## src/rtl/keypad_if.sv

```systemverilog
// Producer/consumer bundle between the 4x4 keypad scanner, the keypad matrix and the lock logic.
// master = scanner side, slave = keypad matrix / code consumer side.
interface keypad_if;
  logic [3:0] col;
  logic [3:0] row;
  logic [3:0] button;
  logic       bstate;

  modport master (input col, output row, button, bstate);
  modport slave  (output col, input row, button, bstate);
endinterface

```

## src/rtl/keypad_scanner.sv

```systemverilog
// 4x4 matrix keypad scanner: rotates an active-low row strobe, debounces the synchronized
// columns at one sample per row dwell, and presents each accepted press as button/bstate.
module keypad_scanner #(
  parameter int SCAN_DIV     = 12000,
  parameter int DEBOUNCE_CNT = 10
) (
  input  logic     hwclk,
  input  logic     rst_n,
  keypad_if.master kp
);

  localparam int DIV_W = (SCAN_DIV > 1) ? $clog2(SCAN_DIV) : 1;
  localparam int DBC_W = $clog2(DEBOUNCE_CNT + 1);
  localparam logic [DIV_W-1:0] DIV_LAST = DIV_W'(SCAN_DIV - 1);
  localparam logic [DBC_W-1:0] DBC_DONE = DBC_W'(DEBOUNCE_CNT);
  localparam logic [DBC_W-1:0] DBC_ONE  = DBC_W'(1);

  typedef enum logic [1:0] {
    ST_SCAN,
    ST_DEBOUNCE,
    ST_PRESSED,
    ST_RELEASE
  } state_e;

  logic [3:0]       col_meta_q, col_s_q;
  logic [DIV_W-1:0] div_q, div_d;
  state_e           state_q, state_d;
  logic [1:0]       row_idx_q, row_idx_d;
  logic [3:0]       row_q, row_d;
  logic [3:0]       cand_q, cand_d;
  logic [3:0]       button_q, button_d;
  logic [DBC_W-1:0] dbc_q, dbc_d, dbc_inc;
  logic             bstate_q, bstate_d;
  logic             sample, key_seen, advance;
  logic [1:0]       col_idx;
  logic [3:0]       code;

  assign sample   = (div_q == DIV_LAST);
  assign div_d    = sample ? '0 : div_q + 1'b1;
  assign key_seen = (col_s_q != 4'b1111);
  assign code     = {row_idx_q, col_idx};
  assign dbc_inc  = dbc_q + 1'b1;

  // Lowest-numbered low column wins when several keys in the strobed row are down.
  always_comb begin
    col_idx = 2'd3;
    if      (!col_s_q[0]) col_idx = 2'd0;
    else if (!col_s_q[1]) col_idx = 2'd1;
    else if (!col_s_q[2]) col_idx = 2'd2;
  end

  // NOTE: every always_comb output gets a default before the case so no path leaves it
  // unassigned; a missing default silently infers a latch.
  always_comb begin
    state_d  = state_q;
    cand_d   = cand_q;
    dbc_d    = dbc_q;
    button_d = button_q;
    bstate_d = bstate_q;
    advance  = 1'b0;
    unique case (state_q)
      ST_SCAN: begin
        if (sample) begin
          if (key_seen) begin
            cand_d  = code;
            dbc_d   = DBC_ONE;
            state_d = ST_DEBOUNCE;
          end else begin
            advance = 1'b1;
          end
        end
      end
      ST_DEBOUNCE: begin
        if (sample) begin
          if (key_seen && (code == cand_q)) begin
            dbc_d = dbc_inc;
            if (dbc_inc >= DBC_DONE) begin
              button_d = cand_q;
              state_d  = ST_PRESSED;
            end
          end else begin
            state_d = ST_SCAN;
            advance = 1'b1;
          end
        end
      end
      ST_PRESSED: begin
        // bstate trails the button update by one cycle so the code is settled first.
        bstate_d = 1'b1;
        if (sample && !key_seen) begin
          dbc_d   = DBC_ONE;
          state_d = ST_RELEASE;
        end
      end
      ST_RELEASE: begin
        if (sample) begin
          if (!key_seen) begin
            dbc_d = dbc_inc;
            if (dbc_inc >= DBC_DONE) begin
              bstate_d = 1'b0;
              state_d  = ST_SCAN;
              advance  = 1'b1;
            end
          end else begin
            dbc_d   = '0;
            state_d = ST_PRESSED;
          end
        end
      end
      default: state_d = ST_SCAN;
    endcase
  end

  assign row_idx_d = advance ? row_idx_q + 2'd1 : row_idx_q;
  assign row_d     = advance ? {row_q[2:0], row_q[3]} : row_q;

  // NOTE: state registers use non-blocking assignments so every flop samples
  // pre-edge values regardless of statement order.
  always_ff @(posedge hwclk or negedge rst_n) begin
    if (!rst_n) begin
      col_meta_q <= 4'b1111;
      col_s_q    <= 4'b1111;
      div_q      <= '0;
      state_q    <= ST_SCAN;
      row_idx_q  <= 2'd0;
      row_q      <= 4'b1110;
      cand_q     <= 4'd0;
      button_q   <= 4'd0;
      dbc_q      <= '0;
      bstate_q   <= 1'b0;
    end else begin
      col_meta_q <= kp.col;
      col_s_q    <= col_meta_q;
      div_q      <= div_d;
      state_q    <= state_d;
      row_idx_q  <= row_idx_d;
      row_q      <= row_d;
      cand_q     <= cand_d;
      button_q   <= button_d;
      dbc_q      <= dbc_d;
      bstate_q   <= bstate_d;
    end
  end

  assign kp.row    = row_q;
  assign kp.button = button_q;
  assign kp.bstate = bstate_q;

endmodule

```

## src/flat_wrapper.sv

```systemverilog
// flat-port wrapper written by rule: the top's interface ports become plain ports
module keypad_scanner_flat 
#(
  parameter int SCAN_DIV     = 12000,
  parameter int DEBOUNCE_CNT = 10
)
  (hwclk, rst_n, kp_col, kp_row, kp_button, kp_bstate);
  keypad_if kp_i ();
  input  logic hwclk;
  input  logic rst_n;
  input wire logic [$bits(kp_i.col)-1:0] kp_col;
  output wire logic [$bits(kp_i.row)-1:0] kp_row;
  output wire logic [$bits(kp_i.button)-1:0] kp_button;
  output wire logic [$bits(kp_i.bstate)-1:0] kp_bstate;
  assign kp_i.col = kp_col;
  assign kp_row = kp_i.row;
  assign kp_button = kp_i.button;
  assign kp_bstate = kp_i.bstate;
  keypad_scanner #(.SCAN_DIV(SCAN_DIV), .DEBOUNCE_CNT(DEBOUNCE_CNT)) u_core (.hwclk(hwclk), .rst_n(rst_n), .kp(kp_i));
endmodule
```

## config.mk

```make
export PLATFORM = sky130hd
export DESIGN_NAME = keypad_scanner_flat
export DESIGN_NICKNAME = d
export VERILOG_FILES = /design/src/rtl/keypad_if.sv /design/src/rtl/keypad_scanner.sv /design/src/flat_wrapper.sv
export SDC_FILE = /design/constraint.sdc
export NUM_CORES = 1
export LEC_CHECK = 0
export CAP_MARGIN = 0
export CORE_UTILIZATION = 35
export DETAILED_ROUTE_END_ITERATION = 8
export PLACE_DENSITY_LB_ADDON = 0.12
export SYNTH_ARGS = -nofsm -noshare
export SYNTH_HDL_FRONTEND = slang
export SYNTH_SLANG_ARGS = --single-unit
export TNS_END_PERCENT = 50
```

## constraint.sdc

```tcl
create_clock -name hwclk -period 3.7 [get_ports hwclk]
set_clock_uncertainty 0.2 [all_clocks]
set_input_delay 0.555 -clock hwclk [delete_from_list [all_inputs] [get_ports hwclk]]
set_output_delay 0.555 -clock hwclk [all_outputs]
set_load 0.02 [all_outputs]
```

==> results.toml <==
[run_status]
status = "complete, no violations"

[sta]
relSlewSlack = 0.376
final-setup-viol-count = 0
fmax_ghz = 0.385
rsz0062_at_grt = "false"
finalHoldViolCount = 0
min_period_ns = 2.60
fin_setup_tns_ns = 0
finalCritPeriodShare = 0.702
worstMarginPinSlew_ns = 0.936
slew_viol_final = 0

[critical_path]
arrival_ns = 2.58
cp.depth = 5
crit_start = "u_core.div_q[8]$_DFF_PN0_"
critical_path.top_delay_family = "simple AND/OR/NAND/NOR gates"
cp-start-kind = "register"
worstReg2RegStart = "u_core.div_q[8]$_DFF_PN0_"
crit_required_ns = 3.68
max_stage_delay_ns = 0.58
worstSetupPathType = "reg -> reg"
cp-endpoint = "u_core.dbc_q[3]$_DFFE_PN0P_"
slowest_stage = "or4b_4"
crit_chain = "or4b_4 > nor4_1 > nand2_1 > a21oi_1 > mux2_2"
cp_num_buf_inv = 0
reg2reg_depth = 5
crit_fanout = 3
reg2reg_to = "u_core.dbc_q[3]$_DFFE_PN0P_"
crit_path_end_kind = "register"
r2r_slack_ns = 1.10

[logic_synthesis]
ys_ff_latch = 43
synth_area_leader_cell = "dfrtp_1"
ys_top_cells_by_count = "dfrtp_1 (32), nor2_1 (19), mux2_2 (12), nand2_1 (12), dfstp_2 (11)"
syn_area_um2 = 2000
syn_inst = 177
async_reset_ff_frac = 1.00
netlist_top_cells_area = "dfrtp_1 (40%), dfstp_2 (14%), mux2_2 (6.8%)"
ys_seq_area_frac = 0.545
synth_edf_count = 0
synth_top_area_frac = 0.401
synth_flop_cell = "dfrtp_1"
yosysUniqueCellTypes = 41
synth_most_common_cell = "dfrtp_1"
syn_avg_cell_area_um2 = 11.3
synth_fp_nets = 186
ys_warn_count = 0

[final_layout]
n_fill_cell = 522
num_antenna_cells = 0
stdcell_count = 270
areaGrowthSynthToFinish_pct = 17.0
drive_above_1_share = 0.187
final_nets = 206

[placed_design]
post-place-cells = 262
dp_hpwl_mm = 2.52
gp_congestion = 0.854
portBuffers = 14

[job]
drv_cap = 0

[global_route]
grt_pass1_vias = 1378
grt_overflow = 0
grt_max_degree = 44
antenna_found_initial = 0
grt_pass1_wl_mm = 6.20
grtUsageTotal = 0.133

[floorplan]
io_pins = 15
die_area_um2 = 6020
die_w_um = 77.6
fp-row-count = 27
coreArea_um2 = 5510
start_util = 0.363
fp.dieH_um = 77.6

[routing]
wirelength_mm = 3.54
detail-route-antenna-nets = 0
wl_per_cell_um = 13.1
drtPass1Iterations = 4
drc = 0
via_per_inst = 5.00
drtIter0Drc = 106
vias = 1350

[worst_hold_path]
hold_class = "reg -> reg"
worstHoldStart = "u_core.col_meta_q[1]$_DFF_PN1_"

[power]
power_density_nw_per_um2 = 374
peakVddDrop_mv = 0.241
leakagePower_uw = 0.00102

[cts]
worstSkewPairLatency_ns = 0.29
clkSinkCount = 43
cts_tree = "done"
clockBufferDepth = 2
cts_root_buf = "clkbuf_8"
cts-resized-gates = 0
cts_buffers = 5
cts_hold_buf = 0
post_cts_buffers = 0
cts.clk_slew.worst_paths_ns = 0.09
htree_levels = 2
-- layer usage --
| metal | GRT usage | routed length [um] | up-vias |
|---|---|---|---|
| li1 | - | - | 668 |
| met3 | 0.0329 | 105 | 7 |
| met5 | 0 | 0 | - |
| met1 | 0.158 | 1650 | 645 |
| met2 | 0.219 | 1710 | 30 |
| met4 | 0.0736 | 77 | 0 |
-- how the worst min path moves through the flow --
stage | cells after the start | to | slack, ns
floorplan | 0 | u_core.cand_q[0]$_DFFE_PN0P_ | 0.06
global placement | 0 | u_core.col_s_q[0]$_DFF_PN1_ | 0.15
detailed placement | 0 | u_core.col_s_q[1]$_DFF_PN1_ | 0.15
CTS | 0 | u_core.col_s_q[1]$_DFF_PN1_ | 0.16
global route | 0 | u_core.col_s_q[1]$_DFF_PN1_ | 0.16
finish | 0 | u_core.col_s_q[1]$_DFF_PN1_ | 0.16
-- state kept, by name, indices dropped and copies added, names as in the netlist --
name	cells
u_core.col_s_q	4
u_core.cand_q	4
u_core.kp.bstate	1
u_core.kp.button	4
u_core.kp.row	4
u_core.div_q	14
u_core.row_idx_q	2
u_core.col_meta_q	4
u_core.dbc_q	4
u_core.state_q	2
-- per-stage QoR --
stage               worst slack (ns)  total power (uW)  hold slack [ns]  cell area (um2)  utilization
floorplan                       1.45               496           0.0594             2000            -
global placement                1.18               512            0.146             2220        0.404
detailed placement              1.13               512            0.147             2220        0.404
CTS                             1.12               892            0.161             2340        0.424
global route                   0.943               909            0.163             2340        0.424
finish                          1.10               873            0.159             2340        0.424
-- power breakdown --
part | switching, uW | internal, uW
Sequential | 3.28 | 478
Combinational | 14.3 | 7.32
Clock | 167 | 203
Total | 185 | 688
-- logic make-up (layout without fill, tap and decap cells) --
family | after synthesis | after routing | share of synthesized area
simple gates | 65 | 65 | 0.174
flops | 43 | 43 | 0.545
compound gates | 27 | 27 | 0.0914
xor+xnor | 18 | 18 | 0.0789
mux | 14 | 14 | 0.0776
buf+inv | 7 | 28 | 0.0138
fa+ha+maj | 3 | 3 | 0.0188
-- placed cells by master (no fill, tap or decap), types with 3 or more instances in the layout --
master	Yosys	layout
clkdlybuf4s50_1	0	13
a21oi_1	3	3
nor4_1	4	4
dfstp_2	11	11
nand4_1	4	4
mux2_2	12	12
nor2_1	19	19
o21ai_0	7	7
clkbuf_8	0	5
xor2_1	8	8
a21boi_0	3	3
xnor2_1	10	10
dfrtp_1	32	32
nand3_1	8	8
a31oi_1	3	3
inv_1	5	5
nand2b_1	3	3
ha_1	3	3
nand2_1	12	12
-- area by class of cell --
cell class,instances,area [um2],share of cell area
inverters,5,18.8,0.00803
clock buffers,5,68.8,0.0294
well taps,72,90.1,0.0385
flip-flops and latches,43,1090,0.466
multi-input cells,127,881,0.377
clock inverters,3,46.3,0.0198
repair buffers,15,143,0.0610
Power figures use the tool's default switching activity.
